## src/rtl/cam_frame_if.sv

```systemverilog
// Camera-side strobes and frame-buffer write bus for the capture sequencer.
// The sequencer connects through the slave modport; the driving side uses master.
interface cam_frame_if #(
    parameter int ADDR_W = 19
);
    logic              i_start;
    logic              i_continuous;
    logic              i_vsync;
    logic              i_href;
    logic              i_pix_valid;
    logic [15:0]       i_pixel;
    logic              o_wr_en;
    logic [ADDR_W-1:0] o_wr_addr;
    logic [15:0]       o_wr_data;
    logic              o_busy;
    logic              o_frame_done;
    logic              o_frame_err;

    modport master (
        output i_start, i_continuous, i_vsync, i_href, i_pix_valid, i_pixel,
        input  o_wr_en, o_wr_addr, o_wr_data, o_busy, o_frame_done, o_frame_err
    );

    modport slave (
        input  i_start, i_continuous, i_vsync, i_href, i_pix_valid, i_pixel,
        output o_wr_en, o_wr_addr, o_wr_data, o_busy, o_frame_done, o_frame_err
    );
endinterface

```

## src/rtl/cam_frame_ctrl.sv

```systemverilog
// VSYNC-aligned frame capture sequencer: turns assembled RGB565 pixels into frame-buffer writes.
// Build option CAM_CAPTURE_DECIM_EN: 2x decimation (only even columns of even rows are written).
module cam_frame_ctrl #(
    parameter int H_ACTIVE = 640,
    parameter int V_ACTIVE = 480,
    parameter int ADDR_W   = 19
) (
    input  logic       i_pclk,
    input  logic       i_rst,
    cam_frame_if.slave bus
);

    localparam int COL_W = $clog2(H_ACTIVE + 1);
    localparam int ROW_W = $clog2(V_ACTIVE + 1);
    localparam logic [COL_W-1:0] COL_END = COL_W'(H_ACTIVE);
    localparam logic [ROW_W-1:0] ROW_END = ROW_W'(V_ACTIVE);
`ifdef CAM_CAPTURE_DECIM_EN
    localparam logic [ADDR_W-1:0] STRIDE = ADDR_W'(H_ACTIVE / 2);
`else
    localparam logic [ADDR_W-1:0] STRIDE = ADDR_W'(H_ACTIVE);
`endif

    typedef enum logic [2:0] {
        IDLE,
        ARM,
        SYNC,
        CAPTURE,
        DONE
    } state_t;

    state_t            state_q, state_d;
    logic [COL_W-1:0]  col_q, col_d;
    logic [ROW_W-1:0]  row_q, row_d;
    logic [ADDR_W-1:0] base_q, base_d;
    logic [ADDR_W-1:0] addr_q, addr_d;
    logic              err_q, err_d;
    logic              href_q, vsync_q;
    logic              wr_en_q, wr_en_d;
    logic [ADDR_W-1:0] wr_addr_q, wr_addr_d;
    logic [15:0]       wr_data_q, wr_data_d;

    logic              line_end;
    logic              frame_end;
    logic              pix_in;
    logic              in_range;
    logic              keep_pix;
    logic              keep_row;
    logic [ROW_W-1:0]  row_inc;
    logic [ROW_W-1:0]  row_chk;
    logic [ADDR_W-1:0] base_adv;

    assign line_end  = href_q & ~bus.i_href;
    assign frame_end = ~vsync_q & bus.i_vsync;
    assign pix_in    = bus.i_pix_valid & bus.i_href;
    assign in_range  = (col_q < COL_END) && (row_q < ROW_END);

`ifdef CAM_CAPTURE_DECIM_EN
    assign keep_pix = ~col_q[0] & ~row_q[0];
    assign keep_row = ~row_q[0];
`else
    assign keep_pix = 1'b1;
    assign keep_row = 1'b1;
`endif

    assign row_inc = (row_q == ROW_END) ? row_q : row_q + 1'b1;
    // A line closing on the same edge as VSYNC rises counts toward the frame check.
    assign row_chk = line_end ? row_inc : row_q;
    // Extra lines past the frame never write, so the base is frozen to avoid wrapping.
    assign base_adv = ((row_q < ROW_END) && keep_row) ? base_q + STRIDE : base_q;

    always_comb begin
        state_d   = state_q;
        col_d     = col_q;
        row_d     = row_q;
        base_d    = base_q;
        addr_d    = addr_q;
        err_d     = err_q;
        wr_en_d   = 1'b0;
        wr_addr_d = wr_addr_q;
        wr_data_d = wr_data_q;

        case (state_q)
            IDLE: begin
                if (bus.i_start) state_d = ARM;
            end
            ARM: begin
                if (bus.i_vsync) state_d = SYNC;
            end
            SYNC: begin
                col_d  = '0;
                row_d  = '0;
                base_d = '0;
                addr_d = '0;
                err_d  = 1'b0;
                if (!bus.i_vsync) state_d = CAPTURE;
            end
            CAPTURE: begin
                if (pix_in) begin
                    if (in_range) begin
                        col_d = col_q + 1'b1;
                        if (keep_pix) begin
                            wr_en_d   = 1'b1;
                            wr_addr_d = addr_q;
                            wr_data_d = bus.i_pixel;
                            addr_d    = addr_q + 1'b1;
                        end
                    end else begin
                        err_d = 1'b1;
                    end
                end
                if (line_end) begin
                    if (col_q != COL_END) err_d = 1'b1;
                    row_d  = row_inc;
                    col_d  = '0;
                    base_d = base_adv;
                    addr_d = base_adv;
                end
                if (frame_end) begin
                    if (row_chk != ROW_END) err_d = 1'b1;
                    state_d = DONE;
                end
            end
            DONE: begin
                // VSYNC is already high here, so continuous capture skips ARM.
                state_d = bus.i_continuous ? SYNC : IDLE;
            end
            default: state_d = IDLE;
        endcase
    end

    always_ff @(posedge i_pclk) begin
        if (i_rst) begin
            state_q   <= IDLE;
            col_q     <= '0;
            row_q     <= '0;
            base_q    <= '0;
            addr_q    <= '0;
            err_q     <= 1'b0;
            href_q    <= 1'b0;
            vsync_q   <= 1'b0;
            wr_en_q   <= 1'b0;
            wr_addr_q <= '0;
            wr_data_q <= '0;
        end else begin
            state_q   <= state_d;
            col_q     <= col_d;
            row_q     <= row_d;
            base_q    <= base_d;
            addr_q    <= addr_d;
            err_q     <= err_d;
            href_q    <= bus.i_href;
            vsync_q   <= bus.i_vsync;
            wr_en_q   <= wr_en_d;
            wr_addr_q <= wr_addr_d;
            wr_data_q <= wr_data_d;
        end
    end

    assign bus.o_wr_en      = wr_en_q;
    assign bus.o_wr_addr    = wr_addr_q;
    assign bus.o_wr_data    = wr_data_q;
    assign bus.o_busy       = (state_q != IDLE);
    assign bus.o_frame_done = (state_q == DONE);
    assign bus.o_frame_err  = (state_q == DONE) & err_q;

endmodule

```

## src/flat_wrapper.sv

```systemverilog
// flat-port wrapper written by rule: the top's interface ports become plain ports
module cam_frame_ctrl_flat 
#(
    parameter int H_ACTIVE = 640,
    parameter int V_ACTIVE = 480,
    parameter int ADDR_W   = 19
)
  (i_pclk, i_rst, bus_i_start, bus_i_continuous, bus_i_vsync, bus_i_href, bus_i_pix_valid, bus_i_pixel, bus_o_wr_en, bus_o_wr_addr, bus_o_wr_data, bus_o_busy, bus_o_frame_done, bus_o_frame_err);
  cam_frame_if #(.ADDR_W(ADDR_W)) bus_i ();
  input  logic i_pclk;
  input  logic i_rst;
  input wire logic [$bits(bus_i.i_start)-1:0] bus_i_start;
  input wire logic [$bits(bus_i.i_continuous)-1:0] bus_i_continuous;
  input wire logic [$bits(bus_i.i_vsync)-1:0] bus_i_vsync;
  input wire logic [$bits(bus_i.i_href)-1:0] bus_i_href;
  input wire logic [$bits(bus_i.i_pix_valid)-1:0] bus_i_pix_valid;
  input wire logic [$bits(bus_i.i_pixel)-1:0] bus_i_pixel;
  output wire logic [$bits(bus_i.o_wr_en)-1:0] bus_o_wr_en;
  output wire logic [$bits(bus_i.o_wr_addr)-1:0] bus_o_wr_addr;
  output wire logic [$bits(bus_i.o_wr_data)-1:0] bus_o_wr_data;
  output wire logic [$bits(bus_i.o_busy)-1:0] bus_o_busy;
  output wire logic [$bits(bus_i.o_frame_done)-1:0] bus_o_frame_done;
  output wire logic [$bits(bus_i.o_frame_err)-1:0] bus_o_frame_err;
  assign bus_i.i_start = bus_i_start;
  assign bus_i.i_continuous = bus_i_continuous;
  assign bus_i.i_vsync = bus_i_vsync;
  assign bus_i.i_href = bus_i_href;
  assign bus_i.i_pix_valid = bus_i_pix_valid;
  assign bus_i.i_pixel = bus_i_pixel;
  assign bus_o_wr_en = bus_i.o_wr_en;
  assign bus_o_wr_addr = bus_i.o_wr_addr;
  assign bus_o_wr_data = bus_i.o_wr_data;
  assign bus_o_busy = bus_i.o_busy;
  assign bus_o_frame_done = bus_i.o_frame_done;
  assign bus_o_frame_err = bus_i.o_frame_err;
  cam_frame_ctrl #(.H_ACTIVE(H_ACTIVE), .V_ACTIVE(V_ACTIVE), .ADDR_W(ADDR_W)) u_core (.i_pclk(i_pclk), .i_rst(i_rst), .bus(bus_i));
endmodule
```

## config.mk

```make
export PLATFORM = sky130hd
export DESIGN_NAME = cam_frame_ctrl_flat
export DESIGN_NICKNAME = d
export VERILOG_FILES = /design/src/rtl/cam_frame_if.sv /design/src/rtl/cam_frame_ctrl.sv /design/src/flat_wrapper.sv
export SDC_FILE = /design/constraint.sdc
export NUM_CORES = 1
export LEC_CHECK = 0
export CAP_MARGIN = 20
export CORE_ASPECT_RATIO = 1.75
export CORE_MARGIN = 10
export CORE_UTILIZATION = 60
export CTS_BUF_LIST = sky130_fd_sc_hd__clkbuf_8 sky130_fd_sc_hd__clkbuf_16
export DETAILED_ROUTE_END_ITERATION = 10
export PLACE_DENSITY = 0.95
export SYNTH_ARGS = -nofsm -noshare
export SYNTH_HDL_FRONTEND = slang
export SYNTH_SLANG_ARGS = --single-unit
```

## constraint.sdc

```tcl
create_clock -name i_pclk -period 3.9 [get_ports i_pclk]
set_input_delay 0.78 -clock i_pclk [delete_from_list [all_inputs] [get_ports i_pclk]]
set_output_delay 0.78 -clock i_pclk [all_outputs]
set_load 0.005 [all_outputs]
```

Yosys cells after proc, flatten, opt, wreduce, memory -nomap -nowiden
Cells that the tools add are included.
W data, S select, Z words.
{"block": "totals", "ff_bits": 99, "in_bits": 23}
{"block": "classes", "addsub": 4, "n_lt_le_gt_ge": 2, "n_eq_ne": 14, "n_mux": 28, "n_bitwise": 8, "n_reduce_logical": 9}
{"op": "$mux W19", "count": 5}
{"op": "$pmux W19 S2", "count": 2}
{"op": "$mux W10", "count": 3}
{"op": "$pmux W10 S2", "count": 1}
{"op": "$add A19 B1 Y19 const B", "count": 1}
{"op": "$add A19 B10 Y19 const B", "count": 1}
{"op": "$mux W9", "count": 2}
{"op": "$pmux W9 S2", "count": 1}
{"op": "$pmux W3 S5", "count": 1}
{"op": "$mux W3", "count": 4}
{"op": "$add A10 B1 Y10 const B", "count": 1}
{"op": "$lt A10 B10 Y1 const B", "count": 1}
{"op": "$ne A10 B10 Y1 const B", "count": 1}
{"op": "$add A9 B1 Y9 const B", "count": 1}
{"op": "$eq A9 B9 Y1 const B", "count": 1}
{"op": "$lt A9 B9 Y1 const B", "count": 1}
{"op": "$ne A9 B9 Y1 const B", "count": 1}
{"op": "$mux W1", "count": 7}
{"op": "$eq A3 B2 Y1 const B", "count": 2}
{"op": "$ne A2 B2 Y1 const B", "count": 3}
{"op": "$ne A3 B1 Y1 const B", "count": 2}
{"op": "$reduce_and A3 Y1", "count": 2}
{"op": "$and A1 B1 Y1", "count": 4}
{"op": "$ne A2 B1 Y1 const B", "count": 2}
{"op": "12 further kinds", "count": 15}

Longest topological paths before layout
Gate-level depths: netlist (run 1).
{"block": "logic_depth", "ltp_word": 9, "ltp_mapped": 9}

Least setup slack after synthesis (run 1)
Ideal clock, no wire load.
{"block": "synth_path", "kind": "input port to flip-flop", "from": "in bus_i_href", "to": "reg u_core.base_q[13]", "arrival_ns": 1.784, "t_required_ns": 3.772, "setup_slack_ns": 1.989, "stages": 6, "path_buffers": 1, "path_cell_list": "nand2b_1 -> a21oi_4 -> buf_2 -> o21ai_0 -> a22oi_1 -> nor2_1"}
{"block": "synth_between", "elab_chain_cells": 4}
{"element": "start: declaration", "line_no": "flat_wrapper.sv:15", "text": "input wire logic [$bits(bus_i.i_href)-1:0] bus_i_href;"}
{"element": "$not A1 Y1", "line_no": "cam_frame_ctrl.sv:52", "text": "assign line_end = href_q & ~bus.i_href;"}
{"element": "$and A1 B1 Y1", "line_no": "cam_frame_ctrl.sv:52"}
{"element": "$ne A2 B1 Y1 (no line)"}
{"element": "$reduce_and A2 Y1 (no line)"}
{"element": "end signal: assignment", "line_no": "cam_frame_ctrl.sv:148", "text": "base_q <= base_d;"}
{"element": "end: declaration", "line_no": "cam_frame_ctrl.sv:34", "text": "logic [ADDR_W-1:0] base_q, base_d;"}
Every way passes these cells.
A chain may end at the register's enable or synchronous reset.

Worst setup path in the final report (run 1)
{"block": "layout_path", "from": "in bus_i_href", "to": "reg u_core.addr_q[11]"}
{"block": "layout_between", "elab_chain_cells": 4, "elab_cells_between_ends": 8, "classes_between": "eq/ne (2); mux (2); bitwise (3); reduce/logical (1)"}
{"element": "$not A1 Y1", "line_no": "cam_frame_ctrl.sv:52"}
{"element": "$and A1 B1 Y1", "line_no": "cam_frame_ctrl.sv:52"}
{"element": "$ne A3 B1 Y1 (no line) / $mux W19 (equally long branches)"}
{"element": "$reduce_and A3 Y1 (no line) / $pmux W19 S2 (equally long branches)"}
{"element": "end signal: assignment", "line_no": "cam_frame_ctrl.sv:149", "text": "addr_q <= addr_d;"}
{"element": "end: declaration", "line_no": "cam_frame_ctrl.sv:35", "text": "logic [ADDR_W-1:0] addr_q, addr_d;"}
Several ways; a longest one is shown, not always the timed one.

==> results of run 1 <==
-- power by group through the flow --
| stage | combinational (uW) | clock (uW) | sequential (uW) |
|---|---|---|---|
| floorplan | 102 | 0 | 973 |
| detailed placement | 150 | 0 | 981 |
| CTS | 151 | 885 | 960 |
| global route | 166 | 927 | 961 |
| global placement | 145 | 0 | 980 |
| finish | 153 | 883 | 960 |
-- synthesized netlist by cell type (all sizes together) (7+ instances only) --
library cell  count  area [sq um]
nor3             21           120
and3              9          56.3
dfxtp            92          1840
nand2           101           379
xor2             11          96.3
nand4            15           115
a21oi            68           352
clkbuf           23          87.6
nand3            19          95.1
nor2             45           179
and4              7          66.3
buf              22           178
o21ai            27           135
inv              15          56.3
xnor2            10          87.6
-- how the worst max path moves through the flow --
stage | from | endpoint | slack [ns] | cells after the start
after floorplan | bus_i_href | u_core.base_q[13] | 1.99 | 6
after global placement | bus_i_href | u_core.addr_q[11] | 0.87 | 6
after detailed placement | bus_i_href | u_core.addr_q[11] | 0.82 | 6
after CTS | bus_i_href | u_core.addr_q[11] | 1.15 | 6
after global routing | bus_i_href | u_core.addr_q[11] | 0.91 | 6
final | bus_i_href | u_core.addr_q[11] | 1.09 | 6
-- state kept, by name (all words and copies together), names as in the netlist --
signal                flops
u_core.bus.o_wr_en        1
u_core.base_q            12
u_core.state_q            3
u_core.bus.o_wr_data     16
u_core.bus.o_wr_addr     19
u_core.col_q             10
u_core.err_q              1
u_core.href_q             1
u_core.addr_q            19
u_core.row_q              9
u_core.vsync_q            1
-- metrics by stage --
| step | total power (uW) | hold WS [ns] | std cells |
|---|---|---|---|
| after floorplan | 1070 | 0.453 | 588 |
| after global placement | 1130 | 0.441 | 700 |
| after global routing | 2050 | 0.478 | 716 |
| after detailed placement | 1130 | 0.446 | 700 |
| after CTS | 2000 | 0.454 | 716 |
| final | 2000 | 0.452 | 716 |
-- kinds of logic after synthesis --
logic type,share of synthesized area (%)
compound gates,21.8
mux,0.665
simple gates,26.0
buf+inv,6.84
xor+xnor,3.91
fa+ha+maj,1.60
flops,39.2
-- worst max-delay path, delay by kind of cell --
kind	cells	cell delay, ns
AND/OR/NAND/NOR	2	1.22
buffers and inverters	1	0.47
AO/OA/AOI/OAI	3	0.60
-- routing by layer --
layer  global-route usage (%)  wire length, microns  vias up
li1                         -                     -     2173
met1                     22.6                  4570     2155
met2                     35.4                  6530      212
met3                     3.81                   832       42
met4                     12.6                   440        0
met5                        0                     0        -
-- area by class of cell --
class                   instances  area, sq um
clock buffers                  11          253
clock inverters                 5         52.6
fillers                       590         2100
inverters                      15         56.3
multi-input cells             436         2540
flip-flops and latches         92         1840
well taps                      88          110
repair buffers                 69          666
==> impl_metrics.env, run 1 <==
export IMPL_status="finished clean"
export IMPL_fin_nets=652
export IMPL_postCtsHoldBufs=0
export IMPL_yosysWarningCount=0
export IMPL_path_class="in2reg"
export IMPL_ff2ff_path_depth=5
export IMPL_row_count=42
export IMPL_die_x_microns=86.9
export IMPL_layout_common_cells="nand2_1, dfxtp_1, a21oi_1"
export IMPL_cts_tree="yes"
export IMPL_grt_antenna_before_repair=0
export IMPL_grt_pass1_wl_microns=20500
export IMPL_rsz0062_at_grt="false"
export IMPL_routed_via_density=6.40
export IMPL_synth_seq_cells=92
export IMPL_postSynthAreaPerCell_sq_um=8.00
export IMPL_dieArea_sq_um=11900
export IMPL_wl_per_cell_microns=17.3
export IMPL_coreArea_sq_um=7620
export IMPL_insertion_delay_ns=0.34
export IMPL_ios=62
export IMPL_ff2ff_setup_slack_ns=1.11
export IMPL_slowest_delay_ns=0.70
export IMPL_via_count=4582
export IMPL_finalMaxSlewViolations=0
export IMPL_holdPathStages=2
export IMPL_cts_root_buf="clkbuf_16"
export IMPL_hold_path_class="reg2reg"
export IMPL_final_common_cell="nand2_1"
export IMPL_hold_start="u_core.bus.o_wr_addr[6]"
export IMPL_leakage_uw=0.00184
export IMPL_grt_max_degree=50
export IMPL_cts_max_path_buffers=2
export IMPL_final_hold_viol_count=0
export IMPL_port_buffers=61
export IMPL_r2r_start="u_core.state_q[0]"
export IMPL_worstPathRequired_ns=4.18
export IMPL_setup_viol=0
export IMPL_initial_core_util_pct=61.7
export IMPL_clk_pin_slew_ns=0.06
export IMPL_fmax_mhz=356
export IMPL_synthCells=588
export IMPL_clock_sinks=92
export IMPL_syn_area_sq_um=4700
export IMPL_dp_hpwl_microns=8440
export IMPL_cts_buffers=9
export IMPL_grt_overflow=0
export IMPL_power_density_nw_per_um2=362
export IMPL_ys_flop_type="dfxtp_1"
export IMPL_tightest_slew_ns=0.766
export IMPL_power_switching_uw=464
export IMPL_drc_errors=0
export IMPL_postSynthNetCount=617
export IMPL_internal_power_uw=1530
export IMPL_grt_pass1_vias=4360
export IMPL_synth_edf_count=0
export IMPL_period_share_pct=72.0
export IMPL_ys_types=70
export IMPL_cp_arrival_ns=3.08
export IMPL_setup_slack_ns=1.09
export IMPL_place_ws_ns=0.817
export IMPL_fin_setup_tns_ns=0
export IMPL_h_tree_depth=3
export IMPL_whs_endpoint="u_core.bus.o_wr_addr[6]"
export IMPL_end_kind="flop"
export IMPL_min_period_ns=2.81
export IMPL_wirelength_microns=12400
export IMPL_swShare_pct=23.3
export IMPL_clkPwrFrac_pct=44.2
export IMPL_ys_seq_area_share_pct=39.2
export IMPL_finClkSkew_ns=0.00607
export IMPL_cts_resized=0
export IMPL_grt_util_all_layers_pct=20.6
export IMPL_cp_slowest_cell="nor2_2"
export IMPL_utilization_pct=72.4
export IMPL_worstSetupStartpointType="input port"
export IMPL_async_reset_ff_share_pct=0
export IMPL_area_delta_synth_final_pct=17.3
export IMPL_gp_congestion=0.945
export IMPL_final_layout_size_suffix_gt1_share_pct=6.21
export IMPL_post_route_cell_area_sq_um=5520
export IMPL_path_cells="clkdlybuf4s50_1 -> nand2b_1 -> nor2_2 -> o21ai_0 -> a21o_1 -> o21ai_1"
export IMPL_power_frac_comb_pct=7.6
export IMPL_place_area_sq_um=5210
export IMPL_cts_setup_buffers=0
export IMPL_vdd_drop_max_v=0.000301
export IMPL_final_antenna_net_count=0
export IMPL_drv_cap=0
export IMPL_slew_headroom_pct=49.0
export IMPL_drtIter0Drc=407
export IMPL_fp_dieH_microns=137
export IMPL_diodes=0
export IMPL_seq_power_share_pct=48.1
export IMPL_r2r_end="u_core.addr_q[9]"
export IMPL_critPathMaxFanout=18
export IMPL_drtPass1Iterations=5
Power figures use the tool's default switching activity.
==> inputs of run 2 (changes only) <==
- CORE_UTILIZATION: 60 -> 50
- PLACE_DENSITY: 0.95 -> 0.86
- clock period: 3.9 -> 2.3 ns (I/O delays scaled with it)
==> impl_metrics.env, run 2 (same netlist as run 1, synthesis figures left out) <==
export IMPL_postCtsHoldBufs=0
export IMPL_final_common_cell="nand2_1"
export IMPL_fmax_mhz=479
export IMPL_wl_per_cell_microns=16.6
export IMPL_vdd_drop_max_v=0.000386
export IMPL_cts_resized=0
export IMPL_path_class="reg2out"
export IMPL_final_hold_viol_count=0
export IMPL_cts_tree="yes"
export IMPL_grt_max_degree=81
export IMPL_gp_congestion=0.919
export IMPL_cp_slowest_cell="clkdlybuf4s50_1"
export IMPL_path_depth=3
export IMPL_dp_hpwl_microns=8970
export IMPL_wirelength_microns=12800
export IMPL_coreArea_sq_um=9150
export IMPL_cts_max_path_buffers=2
export IMPL_end_kind="primary output"
export IMPL_rsz0062_at_grt="false"
export IMPL_grt_util_all_layers_pct=18.5
export IMPL_cts_setup_buffers=0
export IMPL_cts_buffers=9
export IMPL_path_cells="nor2_1 -> and3_1 -> clkdlybuf4s50_1"
export IMPL_hold_path_class="reg2reg"
export IMPL_worstPathRequired_ns=1.84
export IMPL_critPathMaxFanout=11
export IMPL_row_count=46
export IMPL_worstSetupStartpointType="flop"
export IMPL_cp_arrival_ns=1.63
export IMPL_status="finished clean"
export IMPL_setup_viol=0
export IMPL_fin_nets=672
export IMPL_layout_common_cells="nand2_1, dfxtp_1, a21oi_1"
export IMPL_drtPass1Iterations=5
export IMPL_power_density_nw_per_um2=583
export IMPL_ff2ff_path_depth=5
export IMPL_dieArea_sq_um=13800
export IMPL_routed_via_density=6.07
export IMPL_period_share_pct=90.7
export IMPL_drc_errors=0
export IMPL_ios=62
export IMPL_clock_sinks=92
export IMPL_clk_pin_slew_ns=0.07
export IMPL_drv_cap=0
export IMPL_grt_pass1_vias=4540
export IMPL_finalMaxSlewViolations=0
export IMPL_grt_pass1_wl_microns=21300
export IMPL_area_delta_synth_final_pct=21.7
export IMPL_final_layout_size_suffix_gt1_share_pct=9.41
export IMPL_leakage_uw=0.00194
export IMPL_initial_core_util_pct=51.4
export IMPL_crit_buf_inv=1
export IMPL_final_antenna_net_count=0
export IMPL_die_x_microns=93.3
export IMPL_slew_headroom_pct=45.1
export IMPL_h_tree_depth=3
export IMPL_crit_family="buffers and inverters"
export IMPL_min_period_ns=2.09
export IMPL_utilization_pct=62.5
export IMPL_port_buffers=61
export IMPL_grt_antenna_before_repair=0
export IMPL_grt_overflow=0
export IMPL_finClkSkew_ns=0.00806
export IMPL_fin_setup_tns_ns=0
export IMPL_tightest_slew_ns=0.816
export IMPL_drtIter0Drc=464
export IMPL_slowest_delay_ns=0.50
export IMPL_fp_dieH_microns=148
export IMPL_cts_root_buf="clkbuf_16"
export IMPL_diodes=0
export IMPL_via_count=4660
export IMPL_insertion_delay_ns=0.36
export IMPL_holdPathStages=2
run 2: cell types whose count changed in the layout (fill, tap and decap cells not counted), sizes merged:
cell    before  now
buf          9   29
clkbuf      11    9
clkinv       0    2
bufinv       1    0
inv         17   18
run 2: worst min-delay path, delay by kind of cell, from the launching register on:
family / cells / cell delay, ns
flip-flops: 1 / 0.31
AND/OR/NAND/NOR: 1 / 0.05
AO/OA/AOI/OAI: 1 / 0.05
run 2: where the power goes:
part	total (uW)	internal, uW	switching, uW
Combinational	297	126	171
Sequential	1620	1600	16.9
Clock	1420	747	672
run 2: path summary, 6_finish.rpt:
kind / from / end / slack [ns]
hold reg to reg: u_core.bus.o_wr_addr[9] / u_core.bus.o_wr_addr[9] / 0.45
hold / removal: u_core.bus.o_wr_addr[9] / u_core.bus.o_wr_addr[9] / 0.45
setup / recovery: u_core.state_q[1] / bus_o_frame_err / 0.21
setup reg to reg: u_core.addr_q[4] / u_core.addr_q[13] / 0.32
run 2: area by class of cell:
type | count | area, sq um
fill | 769 | 3430
sequential | 92 | 1840
clock buffer | 9 | 225
multi-input combinational | 436 | 2540
clock inverter | 7 | 57.6
inverter | 15 | 56.3
tap | 120 | 150
timing repair buffer | 89 | 853
run 2: through the flow:
stage               setup WS (ns)  total power, uW  hold WS [ns]  instance area, sq um  std cells
floorplan                   0.638             1820         0.453                  4700        588
global placement           0.0677             1940         0.441                  5440        752
detailed placement         0.0291             1950         0.447                  5440        752
CTS                         0.203             3350         0.458                  5720        768
global route                0.121             3440         0.475                  5720        768
finish                      0.214             3340         0.453                  5720        768
run 2: metal layers:
metal	up-vias	track usage (%)	routed length [microns]
met2	196	34.1	6850
met5	-	0	0
met3	43	3.13	750
met4	0	11.6	524
li1	2220	-	-
met1	2201	18.5	4640
==> inputs of run 3 (changes only) <==
- TNS_END_PERCENT: not set -> 100
==> results of run 3 <==
No change in the layout: final DEF, timing and power equal those of run 2.
